<file path="config.mk">
export PLATFORM = sky130hd
export DESIGN_NAME = pipe_stage_skid
export DESIGN_NICKNAME = d
export VERILOG_FILES = /design/src/rtl/pipe_pkg.sv /design/src/rtl/pipe_sat_counter.sv /design/src/rtl/pipe_stage_skid.sv
export SDC_FILE = /design/constraint.sdc
export NUM_CORES = 1
export LEC_CHECK = 0
export BUFFER_PORTS_ARGS = -buffer_cell sky130_fd_sc_hd__buf_2
export CAP_MARGIN = 20
export CELL_PAD_IN_SITES_DETAIL_PLACEMENT = 1
export CELL_PAD_IN_SITES_GLOBAL_PLACEMENT = 1
export CORE_MARGIN = 2
export CORE_UTILIZATION = 45
export DETAILED_ROUTE_END_ITERATION = 6
export PLACE_DENSITY = 0.89
export SETUP_SLACK_MARGIN = 0.02
export SLEW_MARGIN = 20
export SYNTH_ARGS = -nofsm -noshare
export SYNTH_HDL_FRONTEND = slang
export SYNTH_HIERARCHICAL = 1
export SYNTH_SLANG_ARGS = --single-unit
</file>
<file path="constraint.sdc">
create_clock -name clk -period 8.76 [get_ports clk]
set_input_delay 2.19 -clock clk [delete_from_list [all_inputs] [get_ports clk]]
set_output_delay 2.19 -clock clk [all_outputs]
set_load 0.03 [all_outputs]
</file>
<file path="src/rtl/pipe_pkg.sv">
// pipe_pkg: state encoding and shared constants for pipeline stage registers.
package pipe_pkg;

    typedef enum logic [1:0] {EMPTY = 2'd0, ONE = 2'd1, FULL = 2'd2} pipe_state_t;

    // Wide enough for any stage's control field; stages take the low CTRL_W bits.
    localparam logic [255:0] NOP_CTRL = '0;

endpackage

</file>
<file path="src/rtl/pipe_sat_counter.sv">
// pipe_sat_counter: counter that sticks at all-ones; cleared only by reset.
module pipe_sat_counter #(
    parameter int CNT_W = 16
) (
    input  logic             clk,
    input  logic             reset,
    input  logic             inc,
    output logic [CNT_W-1:0] cnt
);

    logic [CNT_W-1:0] cnt_q;

    always_ff @(posedge clk or posedge reset) begin
        if (reset)
            cnt_q <= '0;
        else if (inc && !(&cnt_q))
            cnt_q <= cnt_q + CNT_W'(1);
    end

    assign cnt = cnt_q;

endmodule

</file>
<file path="src/rtl/pipe_stage_skid.sv">
// pipe_stage_skid: valid/ready pipeline register with 2-entry skid buffer and flush.
// Define PIPE_STAGE_STATS_EN to add the stall_cnt/kill_cnt statistics ports.
module pipe_stage_skid
    import pipe_pkg::*;
#(
    parameter int DATA_W = 64,
    parameter int CTRL_W = 16,
    parameter int CNT_W  = 16
) (
    input  logic              clk,
    input  logic              reset,
    input  logic              flush,
    input  logic              in_valid,
    output logic              in_ready,
    input  logic [DATA_W-1:0] in_data,
    input  logic [CTRL_W-1:0] in_ctrl,
    output logic              out_valid,
    input  logic              out_ready,
    output logic [DATA_W-1:0] out_data,
    output logic [CTRL_W-1:0] out_ctrl
`ifdef PIPE_STAGE_STATS_EN
    ,
    output logic [CNT_W-1:0]  stall_cnt,
    output logic [CNT_W-1:0]  kill_cnt
`endif
);

    pipe_state_t       state_q, state_d;
    logic [DATA_W-1:0] main_data_q, main_data_d, skid_data_q, skid_data_d;
    logic [CTRL_W-1:0] main_ctrl_q, main_ctrl_d, skid_ctrl_q, skid_ctrl_d;
    logic              in_fire, out_fire;

    // Ready depends only on registered state, so out_ready never reaches in_ready.
    assign in_ready  = state_q != FULL;
    assign out_valid = state_q != EMPTY;
    assign out_data  = main_data_q;
    assign out_ctrl  = main_ctrl_q;
    assign in_fire   = in_valid && in_ready;
    assign out_fire  = out_valid && out_ready;

    always_comb begin
        state_d     = state_q;
        main_data_d = main_data_q;
        main_ctrl_d = main_ctrl_q;
        skid_data_d = skid_data_q;
        skid_ctrl_d = skid_ctrl_q;
        if (flush) begin
            state_d     = EMPTY;
            main_data_d = '0;
            main_ctrl_d = NOP_CTRL[CTRL_W-1:0];
            skid_data_d = '0;
            skid_ctrl_d = NOP_CTRL[CTRL_W-1:0];
        end else begin
            case (state_q)
                EMPTY: if (in_fire) begin
                    state_d     = ONE;
                    main_data_d = in_data;
                    main_ctrl_d = in_ctrl;
                end
                ONE: if (in_fire && out_fire) begin
                    main_data_d = in_data;
                    main_ctrl_d = in_ctrl;
                end else if (in_fire) begin
                    state_d     = FULL;
                    skid_data_d = in_data;
                    skid_ctrl_d = in_ctrl;
                end else if (out_fire) begin
                    state_d     = EMPTY;
                    main_data_d = '0;
                    main_ctrl_d = NOP_CTRL[CTRL_W-1:0];
                end
                FULL: if (out_ready) begin
                    state_d     = ONE;
                    main_data_d = skid_data_q;
                    main_ctrl_d = skid_ctrl_q;
                    skid_data_d = '0;
                    skid_ctrl_d = NOP_CTRL[CTRL_W-1:0];
                end
                default: state_d = EMPTY;
            endcase
        end
    end

    always_ff @(posedge clk or posedge reset) begin
        if (reset) begin
            state_q     <= EMPTY;
            main_data_q <= '0;
            main_ctrl_q <= '0;
            skid_data_q <= '0;
            skid_ctrl_q <= '0;
        end else begin
            state_q     <= state_d;
            main_data_q <= main_data_d;
            main_ctrl_q <= main_ctrl_d;
            skid_data_q <= skid_data_d;
            skid_ctrl_q <= skid_ctrl_d;
        end
    end

    hold_stable_a: assert property (@(posedge clk) disable iff (reset)
        (out_valid && !out_ready && !flush) |=> ($stable(out_data) && $stable(out_ctrl)));

`ifdef PIPE_STAGE_STATS_EN
    logic stall_inc, kill_inc;

    // A flush kills something if a held entry is not leaving, the skid is full, or an input is accepted.
    assign stall_inc = out_valid && !out_ready;
    assign kill_inc  = flush && (stall_inc || state_q == FULL || in_fire);

    pipe_sat_counter #(.CNT_W(CNT_W)) u_stall_cnt (
        .clk(clk), .reset(reset), .inc(stall_inc), .cnt(stall_cnt)
    );
    pipe_sat_counter #(.CNT_W(CNT_W)) u_kill_cnt (
        .clk(clk), .reset(reset), .inc(kill_inc), .cnt(kill_cnt)
    );
`endif

endmodule
</file>
==> results.rst, run 1 <==
.. list-table::
   :header-rows: 1

   * - Metric
     - Value
   * - Critical Path AT
     - between 4 and 5 ns
   * - Setup Fix Bufs, Post-CTS
     - 0
   * - Tightest Hold Check Type
     - reg2reg
   * - Fin crit period
     - just under 4 ns
   * - Origin of the worst setup path
     - out_ready
   * - Leakage power figure
     - 4.08 nW
   * - Clock Pin Slew Worst Setup and Hold Paths
     - ~0.060 ns
   * - Root Buffer
     - clkbuf_16
   * - Power density over cell area
     - between 200 and 250 nW/µm²
   * - CTS Hold Bufs
     - 0
   * - Number of nets in the layout
     - 925
   * - Share of Yosys cell area claimed by the top area cell type
     - a little over half
   * - Top-level I/O count
     - approximately 170
   * - Instance count of the mapped netlist
     - 719
   * - Vias in the first global route
     - between 6000 and 7000
   * - FF-to-FF setup slack
     - 5.03 ns
   * - Total design power
     - between 2 and 2.5 mW
   * - Achievable frequency
     - about 260 MHz
   * - Main combinational cell family by area after synthesis
     - compound AO/OA/AOI/OAI gates
   * - Number of warnings reported in the yosys synthesis log
     - 6
   * - Number of antenna violations at the first check in global routing
     - 0
   * - Fill cell count
     - ~1800
   * - Via count
     - approximately 6600
   * - Adder-cell share of the synthesized area
     - 0.665%
   * - Multiplexer area fraction after synthesis
     - less than 1%
   * - R2r endpoint
     - out_ctrl[0]
   * - Signed area change from the synthesized netlist to the final layout
     - 19.0%
   * - Sequential area share after synthesis
     - between 50% and 60%
   * - CP Data Required Time
     - a little over 9 ns
   * - Syn nets
     - just over 800
   * - Endpoint kind of the worst setup timing path
     - flip-flop
   * - Core area
     - 16500 µm²
   * - Number of rows created at floorplan
     - between 40 and 50
   * - Nature of the critical path startpoint
     - primary input
   * - Maximum vdd drop
     - about 0.14 mV
   * - Half-perimeter wire length after detailed placement
     - approximately 13 mm
   * - First-iteration detailed-routing DRC count
     - 450
   * - Initial cell density of the core
     - between 40% and 50%
   * - Share of cells above drive strength 1
     - approximately a quarter
   * - Final weighted congestion in routability-driven placement
     - around 0.8
   * - Die Outline Area
     - 17800 µm²
   * - Number of optimization iterations in the first detailed-route pass
     - 5
   * - Result of the run
     - finished clean
   * - Kind of critical path
     - in2reg
   * - CTS tree
     - done
   * - Number of antenna repair diodes
     - 0
   * - Average detailed-routed wire length per instance
     - around 21 µm
   * - Final setup TNS
     - 0 ns
   * - Hold worst-path end
     - out_ctrl[9]
   * - Post-placement setup slack
     - about 4.5 ns
   * - TritonCTS buffer count
     - 17
   * - Wire length of the first global-routing pass
     - around 37 mm
   * - Hold path startpoint
     - out_ctrl[9]
   * - Async SR Flop Fraction
     - 100%
   * - Clock latency at the later pin of the worst-skew pair
     - approximately 0.43 ns
   * - Worst clock skew on the final layout
     - ~0.0081 ns
   * - Hold Violations, Final
     - 0
   * - Post-cts resize count
     - 0
   * - Max Cap Viol
     - 0
   * - Depth of the worst register-to-register path
     - 8
   * - Count of flip-flops with a built-in enable after synthesis
     - 0
   * - Max transition margin
     - a little under a third
   * - Setup-failing EPs final
     - 0
   * - Min Hold Slack
     - 0.485 ns
   * - Maximum clock insertion buffer count
     - 2
   * - Number of synthesized register bits
     - approximately 160
   * - Number of port buffers
     - approximately 170
   * - Fin util
     - between 50% and 60%
   * - Most frequent cell after synthesis
     - dfrtp_1
   * - Number of stages on the worst hold path
     - 1
   * - Cell taking the most area after synthesis
     - dfrtp_1
   * - Most common library cells after synthesis
     - dfrtp_1 (162), a21oi_1 (127), a32o_1 (80), o2bb2ai_1 (80), nor2_1 (67)
   * - Pin slew with the least headroom to its limit
     - between 1 and 1.5 ns
   * - Number of slew-limit violations in the final report
     - 0
   * - Largest cells by area after synthesis
     - dfrtp_1 (54%), a32o_1 (11%), o2bb2ai_1 (9.3%)
   * - Post-route DRC
     - 0
   * - Post-Synthesis Cell Area
     - roughly 7500 µm²
   * - Count of unique library cells instantiated by Yosys
     - 27
   * - Beginning of the worst register-to-register path
     - state_q[0]
   * - Maximum number of pins on one net before global-route repair
     - 95
   * - Overall track demand over capacity in global routing
     - 26.0%
   * - Post-route ant nets
     - 0
   * - Critical path peak fanout
     - around 50
   * - Xor-xnor portion of the synthesized cell area
     - 0%
   * - Post-synthesis compound-gate area fraction
     - between 30% and 40%
   * - Detailed-route wire length
     - 22.5 mm
   * - H-Tree Depth
     - 4
   * - Total grt overflow
     - 0
   * - TritonCTS sink count
     - 162
   * - Mean instance size in the synthesized netlist
     - approximately 10 µm²
   * - RSZ-0062 raised after global routing
     - false
   * - Overall die height
     - about 130 µm
   * - Post-DR vias/cell
     - between 6 and 7
   * - Overall die width
     - 133 µm
   * - Simple-gate share of the synthesized area
     - around 9%
   * - Most instantiated flip-flop cell in the synthesis netlist
     - dfrtp_1
   * - Minimum setup slack in the final design
     - slightly below 5 ns
   * - Tcrit/Tclk final
     - 44.1%
## worst max-delay path by stage
stage,to,cells after the start,slack [ns]
3_3_place_gp,out_data[48],6,4.64
5_1_grt,out_ctrl[10],6,4.79
6_report,out_ctrl[0],6,4.90
2_1_floorplan,out_ctrl[0],1,2.19
4_1_cts,out_ctrl[0],6,4.96
3_5_place_dp,out_data[53],6,4.52
## cell families after synthesis
logic type | count (synthesis)
AOI/OAI and AO/OA | 309
adders and majority gates | 4
buffers and inverters | 83
DFF | 162
muxes | 2
and+or+nand+nor | 159
## cell usage in the layout, fill, tap and decap left out, drive strengths merged, types with 18 or more instances in the layout
| cell | n |
|---|---|
| a21oi | 127 |
| o2bb2ai | 80 |
| nor2 | 67 |
| buf | 175 |
| dfrtp | 162 |
| a32o | 80 |
| a221oi | 18 |
| nor2b | 18 |
| nand2 | 64 |
| clkbuf | 23 |
## through the flow
step / std cells / area, µm²
CTS: 1069 / 8960
floorplan: 719 / 7520
finish: 1069 / 8960
global placement: 1037 / 8380
detailed placement: 1037 / 8380
global route: 1069 / 8960
## cell type report
cell class,instances,area [µm²],share of cell area (%)
flip-flops and latches,162,4050,45.3
multi-input cells,474,3130,34.9
repair buffers,175,898,10.0
clock buffers,23,468,5.22
well taps,220,275,3.07
clock inverters,9,106,1.19
inverters,6,27.5,0.307
## critical path, stage by stage
cell and delay [ns]:
buf_2 0.13, nand2b_2 0.15, mux2i_1 0.16, nor2_4 0.65, buf_4 0.66, o2bb2ai_1 0.21
## power breakdown
group / total [mW] / internal, mW / switching (mW)
clock network: 0.739 / 0.434 / 0.304
registers: 0.872 / 0.825 / 0.0469
logic: 0.558 / 0.169 / 0.389
total: 2.17 / 1.43 / 0.740
## layer usage
| metal | global-route usage [%] | routed length [µm] | vias to the layer above | part of all wire [%] |
|---|---|---|---|---|
| met5 | 0 | 0 | - | 0 |
| met4 | 7.27 | 315 | 0 | 1.4 |
| met3 | 5.40 | 1340 | 29 | 6.0 |
| met2 | 43.1 | 11000 | 220 | 49 |
| met1 | 35.0 | 9830 | 3389 | 44 |
| li1 | - | - | 2943 | - |
## sequential cells by signal, indices dropped and copies added (netlist names)
name,cells
out_ctrl,16
out_data,64
state_q,2
skid_ctrl_q,16
skid_data_q,64
(Power assumes the default switching activity.)
==> run 2: changes to the inputs <==
--- a/config.mk
+++ b/config.mk
@@ -10,9 +10,9 @@
 export CELL_PAD_IN_SITES_DETAIL_PLACEMENT = 1
 export CELL_PAD_IN_SITES_GLOBAL_PLACEMENT = 1
 export CORE_MARGIN = 2
-export CORE_UTILIZATION = 45
+export CORE_UTILIZATION = 42
 export DETAILED_ROUTE_END_ITERATION = 6
-export PLACE_DENSITY = 0.89
+export PLACE_DENSITY = 0.84
 export SETUP_SLACK_MARGIN = 0.02
 export SLEW_MARGIN = 20
 export SYNTH_ARGS = -nofsm -noshare
==> constraint.sdc (replaced) <==
create_clock -name clk -period 4.02 [get_ports clk]
set_input_delay 1.005 -clock clk [delete_from_list [all_inputs] [get_ports clk]]
set_output_delay 1.005 -clock clk [all_outputs]
set_load 0.03 [all_outputs]
==> run 2 against run 1 <==
Die area up 6.9%. Wire length down 0.91%. Clock power is 130% higher. Worst setup slack worse by 3.7 ns. Count of clock-buffer cells in the layout decreased by 4. First-iteration DRC count rose by 3.8%. Global-route usage shrank 2.2 points. Combinational power up 120%. Via count decreased by 0.84%. Final area up 1.3%. Critical path depth rose by 1.
==> results.rst, run 2 (synthesized netlist as in run 1, its figures left out) <==
.. list-table::
   :header-rows: 1

   * - Metric
     - Value
   * - Endpoint kind of the worst setup timing path
     - flip-flop
   * - Tightest Hold Check Type
     - reg2reg
   * - H-Tree Depth
     - 4 (unchanged)
   * - CP Data Required Time
     - 4.36 ns (-4.73 ns)
   * - Wire length of the first global-routing pass
     - 35.2 mm (-4.7%)
   * - Kind of critical path
     - reg2reg
   * - CTS tree
     - done
   * - Final standard cell area without fillers
     - 9070 µm² (+1.3%)
   * - Leakage power figure
     - 4.14 nW (+1.3%)
   * - Root Buffer
     - clkbuf_16
   * - Number of nets in the layout
     - 927 (+0.22%)
   * - Final weighted congestion in routability-driven placement
     - 0.796 (+1.5%)
   * - Leading cell type in the layout, fill and taps excluded
     - buf_2
   * - CTS Hold Bufs
     - 0 (unchanged)
   * - Fin util
     - 52.1% (-2.3 points)
   * - TritonCTS sink count
     - 162 (unchanged)
   * - Signed area change from the synthesized netlist to the final layout
     - 20.6%
   * - Total design power
     - 4.84 mW (+120%)
   * - Result of the run
     - finished clean
   * - Share of cells above drive strength 1
     - 25.7% (+0.65 points)
   * - Tcrit/Tclk final
     - between 60 and 70%
   * - Fin crit period
     - approximately 2.8 ns
   * - Top library cells by usage in the layout, fill and taps aside
     - buf_2 (166), dfrtp_1 (162), a21oi_1 (127)
   * - Critical path peak fanout
     - 80 (+57%)
   * - Post-route DRC
     - 0 (unchanged)
   * - Clock latency at the later pin of the worst-skew pair
     - 0.42 ns (about the same)
   * - Maximum clock insertion buffer count
     - 2 (unchanged)
   * - Maximum number of pins on one net before global-route repair
     - 82 (-14%)
   * - Detailed-route wire length
     - 22.3 mm (-0.91%)
   * - Power density over cell area
     - 534 nW/µm² (+120%)
   * - FF-to-FF setup slack
     - 1.24 ns (-3.79 ns)
   * - Initial cell density of the core
     - 43.2% (-2.5 points)
   * - Fill cell count
     - 1945 (+5.4%)
   * - TritonCTS buffer count
     - 17 (unchanged)
   * - Via count
     - 6526 (-0.84%)
   * - Top-level I/O count
     - 167 (unchanged)
   * - Post-route ant nets
     - 0 (unchanged)
   * - Overall track demand over capacity in global routing
     - 23.9% (-2.2 points)
   * - Die Outline Area
     - 19000 µm² (+6.9%)
   * - Max transition margin
     - 31.2% (+0.58 points)
   * - Setup Fix Bufs, Post-CTS
     - 0 (unchanged)
   * - Number of rows created at floorplan
     - 48 (+2.1%)
   * - Critical Path AT
     - 3.13 ns (-1.06 ns)
   * - Total grt overflow
     - 0 (unchanged)
   * - Setup-failing EPs final
     - 0 (unchanged)
   * - Overall die height
     - 138 µm (+3.4%)
   * - Average detailed-routed wire length per instance
     - 20.7 µm (-1.7%)
   * - Number of port buffers
     - 166 (unchanged)
   * - First-iteration detailed-routing DRC count
     - 467 (+3.8%)
   * - FF+latch area
     - 4050 µm² (unchanged)
   * - Area occupied by multi-input gates
     - 3130 µm² (+0.16%)
   * - Vias in the first global route
     - 6494 (-6.7%)
   * - Hold Violations, Final
     - 0 (unchanged)
   * - Overall die width
     - 138 µm (+3.4%)
   * - Pin slew with the least headroom to its limit
     - 1.03 ns (-0.00624 ns)
   * - Final setup TNS
     - 0 ns (unchanged)
   * - Worst clock skew on the final layout
     - 0.00833 ns (+0.000187 ns)
   * - Achievable frequency
     - about 360 MHz
   * - Post-DR vias/cell
     - 6.06 (-1.6%)
   * - Number of optimization iterations in the first detailed-route pass
     - 5 (unchanged)
   * - Number of antenna violations at the first check in global routing
     - 1 (+1)
   * - Max Cap Viol
     - 0 (unchanged)
   * - Maximum vdd drop
     - 0.301 mV (+110%)
   * - Cell area after placement
     - 8440 µm² (+0.75%)
   * - Post-cts resize count
     - 0 (unchanged)
   * - Nature of the critical path startpoint
     - flip-flop
   * - RSZ-0062 raised after global routing
     - false
   * - Half-perimeter wire length after detailed placement
     - 13.0 mm (+0.68%)
   * - Core area
     - 17400 µm² (+5.8%)
   * - Number of slew-limit violations in the final report
     - 0 (unchanged)
   * - Clock Pin Slew Worst Setup and Hold Paths
     - 0.06 ns (about the same)
[run 2: changes by cell type in the layout (fill, tap and decap cells not counted), sizes merged]
| cell | previous run | this run |
|---|---|---|
| clkbuf | 23 | 19 |
| inv | 6 | 9 |
| buf | 175 | 177 |
| bufinv | 2 | 3 |
| diode | 0 | 1 |
[run 2: stage by stage]
stage	cells	setup slack [ns]	hold WS (ns)
after floorplan	719	0.958	0.466
after global placement	1044	1.20	0.467
after detailed placement	1044	1.13	0.468
after CTS	1076	1.25	0.491
after global routing	1077	1.09	0.499
final	1077	1.24	0.487
[run 2: worst max-delay path: stages, from the launching register on]
cell      delay [ns]
dfrtp_1         0.40
inv_1           0.15
ha_2            0.41
and3b_1         0.24
o21a_2          0.14
a311oi_4        0.28
buf_4           0.78
a32o_1          0.27
[run 2: worst paths after layout]
| kind | startpoint | endpoint | cells after the start |
|---|---|---|---|
| min reg2reg | out_data[26] | out_data[26] | 1 |
| max | state_q[0] | skid_data_q[52] | 7 |
| min in group asynchronous | reset | out_ctrl[6] | 2 |
| max reg2reg | state_q[0] | skid_data_q[52] | 7 |
| max in group asynchronous | reset | out_data[19] | 3 |
| min | out_data[26] | out_data[26] | 1 |
[run 2: routing by layer]
metal / GRT usage [%] / vias up / wire length (µm)
li1: - / 2966 / -
met1: 33.2 / 3343 / 10200
met2: 38.0 / 191 / 10700
met3: 4.89 / 26 / 1200
met4: 6.41 / 0 / 294
met5: 0 / - / 0
[run 2: final cells by class]
cell class / count / share of cell area (%)
flip-flops and latches: 162 / 44.7
clock buffers: 19 / 4.99
multi-input cells: 474 / 34.5
repair buffers: 177 / 10.5
diodes: 1 / 0.0276
well taps: 225 / 3.10
inverters: 6 / 0.290
clock inverters: 13 / 1.92
[run 2: report_power, final]
part | total [mW] | internal, mW | switching (mW)
Clock | 1.73 | 1.02 | 0.702
Combinational | 1.21 | 0.374 | 0.837
Sequential | 1.90 | 1.80 | 0.107
Total | 4.84 | 3.19 | 1.65
==> run 3: changes to the inputs <==
--- a/config.mk
+++ b/config.mk
@@ -5,14 +5,15 @@
 export SDC_FILE = /design/constraint.sdc
 export NUM_CORES = 1
 export LEC_CHECK = 0
+export ABC_AREA = 1
 export BUFFER_PORTS_ARGS = -buffer_cell sky130_fd_sc_hd__buf_2
 export CAP_MARGIN = 20
 export CELL_PAD_IN_SITES_DETAIL_PLACEMENT = 1
 export CELL_PAD_IN_SITES_GLOBAL_PLACEMENT = 1
 export CORE_MARGIN = 2
-export CORE_UTILIZATION = 42
+export CORE_UTILIZATION = 35
 export DETAILED_ROUTE_END_ITERATION = 6
-export PLACE_DENSITY = 0.84
+export PLACE_DENSITY = 0.8
 export SETUP_SLACK_MARGIN = 0.02
 export SLEW_MARGIN = 20
 export SYNTH_ARGS = -nofsm -noshare
==> constraint.sdc (replaced) <==
create_clock -name clk -period 2.5 [get_ports clk]
set_input_delay 0.625 -clock clk [delete_from_list [all_inputs] [get_ports clk]]
set_output_delay 0.625 -clock clk [all_outputs]
set_load 0.03 [all_outputs]
==> run 3 against run 2 <==
First-iteration DRC count is 19% lower. Critical endpoint is now out_data[0]. Via count is 7.0% higher. Register-to-register slack worse by 0.99 ns.
==> results.rst, run 3 <==
.. list-table::
   :header-rows: 1

   * - Metric
     - Value
   * - Result of the run
     - finished clean
   * - Beginning of the worst register-to-register path
     - state_q[0]
   * - Critical Path, Cell by Cell
     - inv_1, ha_1, inv_1, nand2_1, nand2_1, nand3_1, or2_2, buf_4, nand2_1, nand2_1
   * - Share of cells above drive strength 1
     - 19.7% (-6.0 points)
   * - Most used cell, CP
     - nand2_1
   * - Worst clock skew on the final layout
     - 0.0124 ns (+0.00408 ns)
   * - Vias in the first global route
     - 7320 (+13%)
   * - Buf+Inv Stages, Crit Path
     - 3 (+1)
   * - Die Outline Area
     - 22500 µm² (+19%)
   * - Average detailed-routed wire length per instance
     - 15.9 µm (-23%)
   * - Number of synthesized register bits
     - 162 (unchanged)
   * - Number of antenna violations at the first check in global routing
     - 0 (-1)
   * - Top delay family on crit path
     - buffers and inverters
   * - Total grt overflow
     - 0 (unchanged)
   * - Largest cells by area after synthesis
     - dfrtp_1 (54%), nand2_1 (33%), nand4_1 (6.9%)
   * - RSZ-0062 raised after global routing
     - false
   * - First-iteration detailed-routing DRC count
     - 380 (-19%)
   * - Number of port buffers
     - 166 (unchanged)
   * - Number of slew-limit violations in the final report
     - 0 (unchanged)
   * - Mean instance size in the synthesized netlist
     - 7.49 µm² (-28%)
   * - Endpoint kind of the worst setup timing path
     - flip-flop
   * - Initial cell density of the core
     - 35.7% (-7.5 points)
   * - Detailed-route wire length
     - 22.7 mm (+1.6%)
   * - Number of rows created at floorplan
     - 53 (+10%)
   * - Post-route DRC
     - 0 (unchanged)
   * - Post-cts resize count
     - 0 (unchanged)
   * - Syn nets
     - 1086 (+34%)
   * - Wire length of the first global-routing pass
     - 37.3 mm (+6.1%)
   * - Nature of the critical path startpoint
     - flip-flop
   * - Setup Fix Bufs, Post-CTS
     - 0 (unchanged)
   * - Power density over cell area
     - 1330 nW/µm² (+150%)
   * - Overall die height
     - 150 µm (+8.9%)
   * - CP Data Required Time
     - 2.86 ns (-1.50 ns)
   * - Hold Violations, Final
     - 0 (unchanged)
   * - Critical Path AT
     - 2.61 ns (-0.52 ns)
   * - Final weighted congestion in routability-driven placement
     - 0.790 (-0.69%)
   * - Signed area change from the synthesized netlist to the final layout
     - 24.3%
   * - Fin util
     - 44.3% (-7.8 points)
   * - Critical path peak fanout
     - 56 (-30%)
   * - Max transition margin
     - 35.2% (+4.0 points)
   * - Min Hold Slack
     - 0.208 ns (-0.279 ns)
   * - Instance count of the mapped netlist
     - 997 (+39%)
   * - Number of nets in the layout
     - 1224 (+32%)
   * - Fill cell count
     - 2622 (+35%)
   * - Maximum number of pins on one net before global-route repair
     - 81 (-1.2%)
   * - Count of flip-flops with a built-in enable after synthesis
     - 0 (unchanged)
   * - Cell taking the most area after synthesis
     - dfrtp_1
   * - Fraction of power consumed by combinational cells
     - 43.3% (+18 points)
   * - Number of warnings reported in the yosys synthesis log
     - 6 (unchanged)
   * - Max Cap Viol
     - 0 (unchanged)
   * - Post-DR vias/cell
     - 4.91 (-19%)
   * - Tightest Hold Check Type
     - in2async
   * - Final setup TNS
     - 0 ns (unchanged)
   * - CTS tree
     - done
   * - Final Non-Filler Cells
     - 1423 (+32%)
   * - Async SR Flop Fraction
     - 100% (unchanged)
   * - Achievable frequency
     - 444 MHz (+23%)
   * - Maximum vdd drop
     - 0.895 mV (+200%)
   * - Pin slew with the least headroom to its limit
     - 0.971 ns (-0.0601 ns)
   * - TritonCTS sink count
     - 162 (unchanged)
   * - Met2 WL
     - 10.6 mm (-0.15%)
   * - Fin crit period
     - 2.25 ns (-0.527 ns)
   * - Sw frac
     - 45.4% (+11 points)
   * - Leakage power figure
     - 5.42 nW (+31%)
   * - Metal-1 WL
     - 10.9 mm (+6.9%)
   * - Overall track demand over capacity in global routing
     - 20.9% (-2.9 points)
   * - Post-Synthesis Cell Area
     - 7470 µm² (-0.68%)
   * - Most common library cells after synthesis
     - nand2_1 (653), dfrtp_1 (162), nand4_1 (83)
   * - Flop pwr share
     - 35.0% (-4.3 points)
   * - Overall die width
     - 150 µm (+8.9%)
   * - Setup-failing EPs final
     - 0 (unchanged)
   * - TritonCTS buffer count
     - 17 (unchanged)
   * - Number of optimization iterations in the first detailed-route pass
     - 4 (-1)
   * - Core area
     - 21000 µm² (+20%)
   * - Count of unique library cells instantiated by Yosys
     - 17 (-37%)
   * - Via count
     - 6985 (+7.0%)
   * - Most instantiated flip-flop cell in the synthesis netlist
     - dfrtp_1
   * - Internal
     - 6.75 mW (+110%)
   * - Post-Place Cells
     - 1391 (+33%)
   * - Most frequent cell after synthesis
     - nand2_1
   * - Clock Pin Slew Worst Setup and Hold Paths
     - 0.06 ns (about the same)
   * - Top library cells by usage in the layout, fill and taps aside
     - nand2_1 (651), buf_2 (166), dfrtp_1 (162)
   * - Leading cell type in the layout, fill and taps excluded
     - nand2_1
   * - Total design power
     - 12.4 mW (+160%)
   * - H-Tree Depth
     - 4 (unchanged)
   * - Master of the slowest instance on the critical path
     - buf_4
   * - Origin of the worst setup path
     - state_q[0]
   * - Sequential area share after synthesis
     - 54.3% (+0.37 points)
   * - Top-level I/O count
     - 167 (unchanged)
   * - Post-route ant nets
     - 0 (unchanged)
   * - Tcrit/Tclk final
     - 90.1% (+21 points)
   * - Root Buffer
     - clkbuf_16
   * - Maximum clock insertion buffer count
     - 2 (unchanged)
   * - Half-perimeter wire length after detailed placement
     - 14.5 mm (+11%)
   * - Slowest stage delay, CP
     - 0.51 ns (-0.27 ns)
   * - Clk network pwr share
     - 21.7% (-14 points)
   * - Number of antenna repair diodes
     - 0 (-1)
   * - Amount of wire on met3 after detailed routing
     - 846 µm (-29%)
   * - CTS Hold Bufs
     - 0 (unchanged)
   * - Clock latency at the later pin of the worst-skew pair
     - 0.42 ns (about the same)
   * - Net Switching
     - 5.62 mW (+240%)
   * - Kind of critical path
     - reg2reg
   * - Top routing layer in use
     - met4
   * - Share of Yosys cell area claimed by the top area cell type
     - 54.3% (+0.37 points)
run 3: changes by cell type after synthesis, sizes merged, moves of 58 or more:
cell     delta
a21oi     -126
a32o       -80
nand2     +589
nand4      +83
nor2       -58
o2bb2ai    -80
run 3: logic make-up after synthesis:
kind of cell | synth area share [%]
and+or+nand+nor | 40.8
DFF | 54.3
AOI/OAI and AO/OA | 0.134
adders and majority gates | 0.670
buffers and inverters | 4.14
run 3: path summary, 6_finish.rpt:
path | cells after the start | endpoint | slack, ns
worst max-delay path | 10 | out_data[0] | 0.25
worst max register to register | 10 | out_data[0] | 0.25
worst min register to register | 2 | out_ctrl[8] | 0.47
min in group clk | 3 | skid_data_q[16] | 0.46
worst min-delay path | 2 | out_data[26] | 0.21
max in group asynchronous | 3 | skid_data_q[22] | 1.69
run 3: stage by stage:
stage	worst slack, ns	cell area, µm²
6_report	0.246	9290
5_1_grt	0.0756	9290
4_1_cts	0.283	9290
3_5_place_dp	0.271	8680
3_3_place_gp	0.381	8680
2_1_floorplan	-0.182	7480
run 3: metal layers:
metal	vias to the layer above	track usage [%]
li1	3392	-
met1	3423	28.6
met2	147	33.9
met3	23	3.88
met4	0	6.27
met5	-	0
run 3: final cells by class:
cell class / count / area (µm²) / share of cell area (%)
Clock buffer: 21 / 480 / 5.17
Clock inverter: 11 / 129 / 1.39
Inverter: 11 / 45.0 / 0.485
Multi-Input combinational cell: 758 / 3140 / 33.8
Sequential cell: 162 / 4050 / 43.6
Tap cell: 275 / 344 / 3.70
Timing Repair Buffer: 185 / 1100 / 11.8
run 3: worst reg2reg max path, delay by kind of cell, from the launching register on:
kind,cells,cell delay [ns]
simple gates,6,0.71
buf+inv,3,0.76
flops,1,0.42
fa+ha+maj,1,0.30
run 3: power by group through the flow:
stage	registers, mW	clock network, mW	logic [mW]
finish	4.33	2.68	5.36
global route	4.47	2.87	5.96
CTS	4.34	2.74	5.45
detailed placement	4.37	0	5.42
global placement	4.35	0	5.28
floorplan	5.48	0	2.46
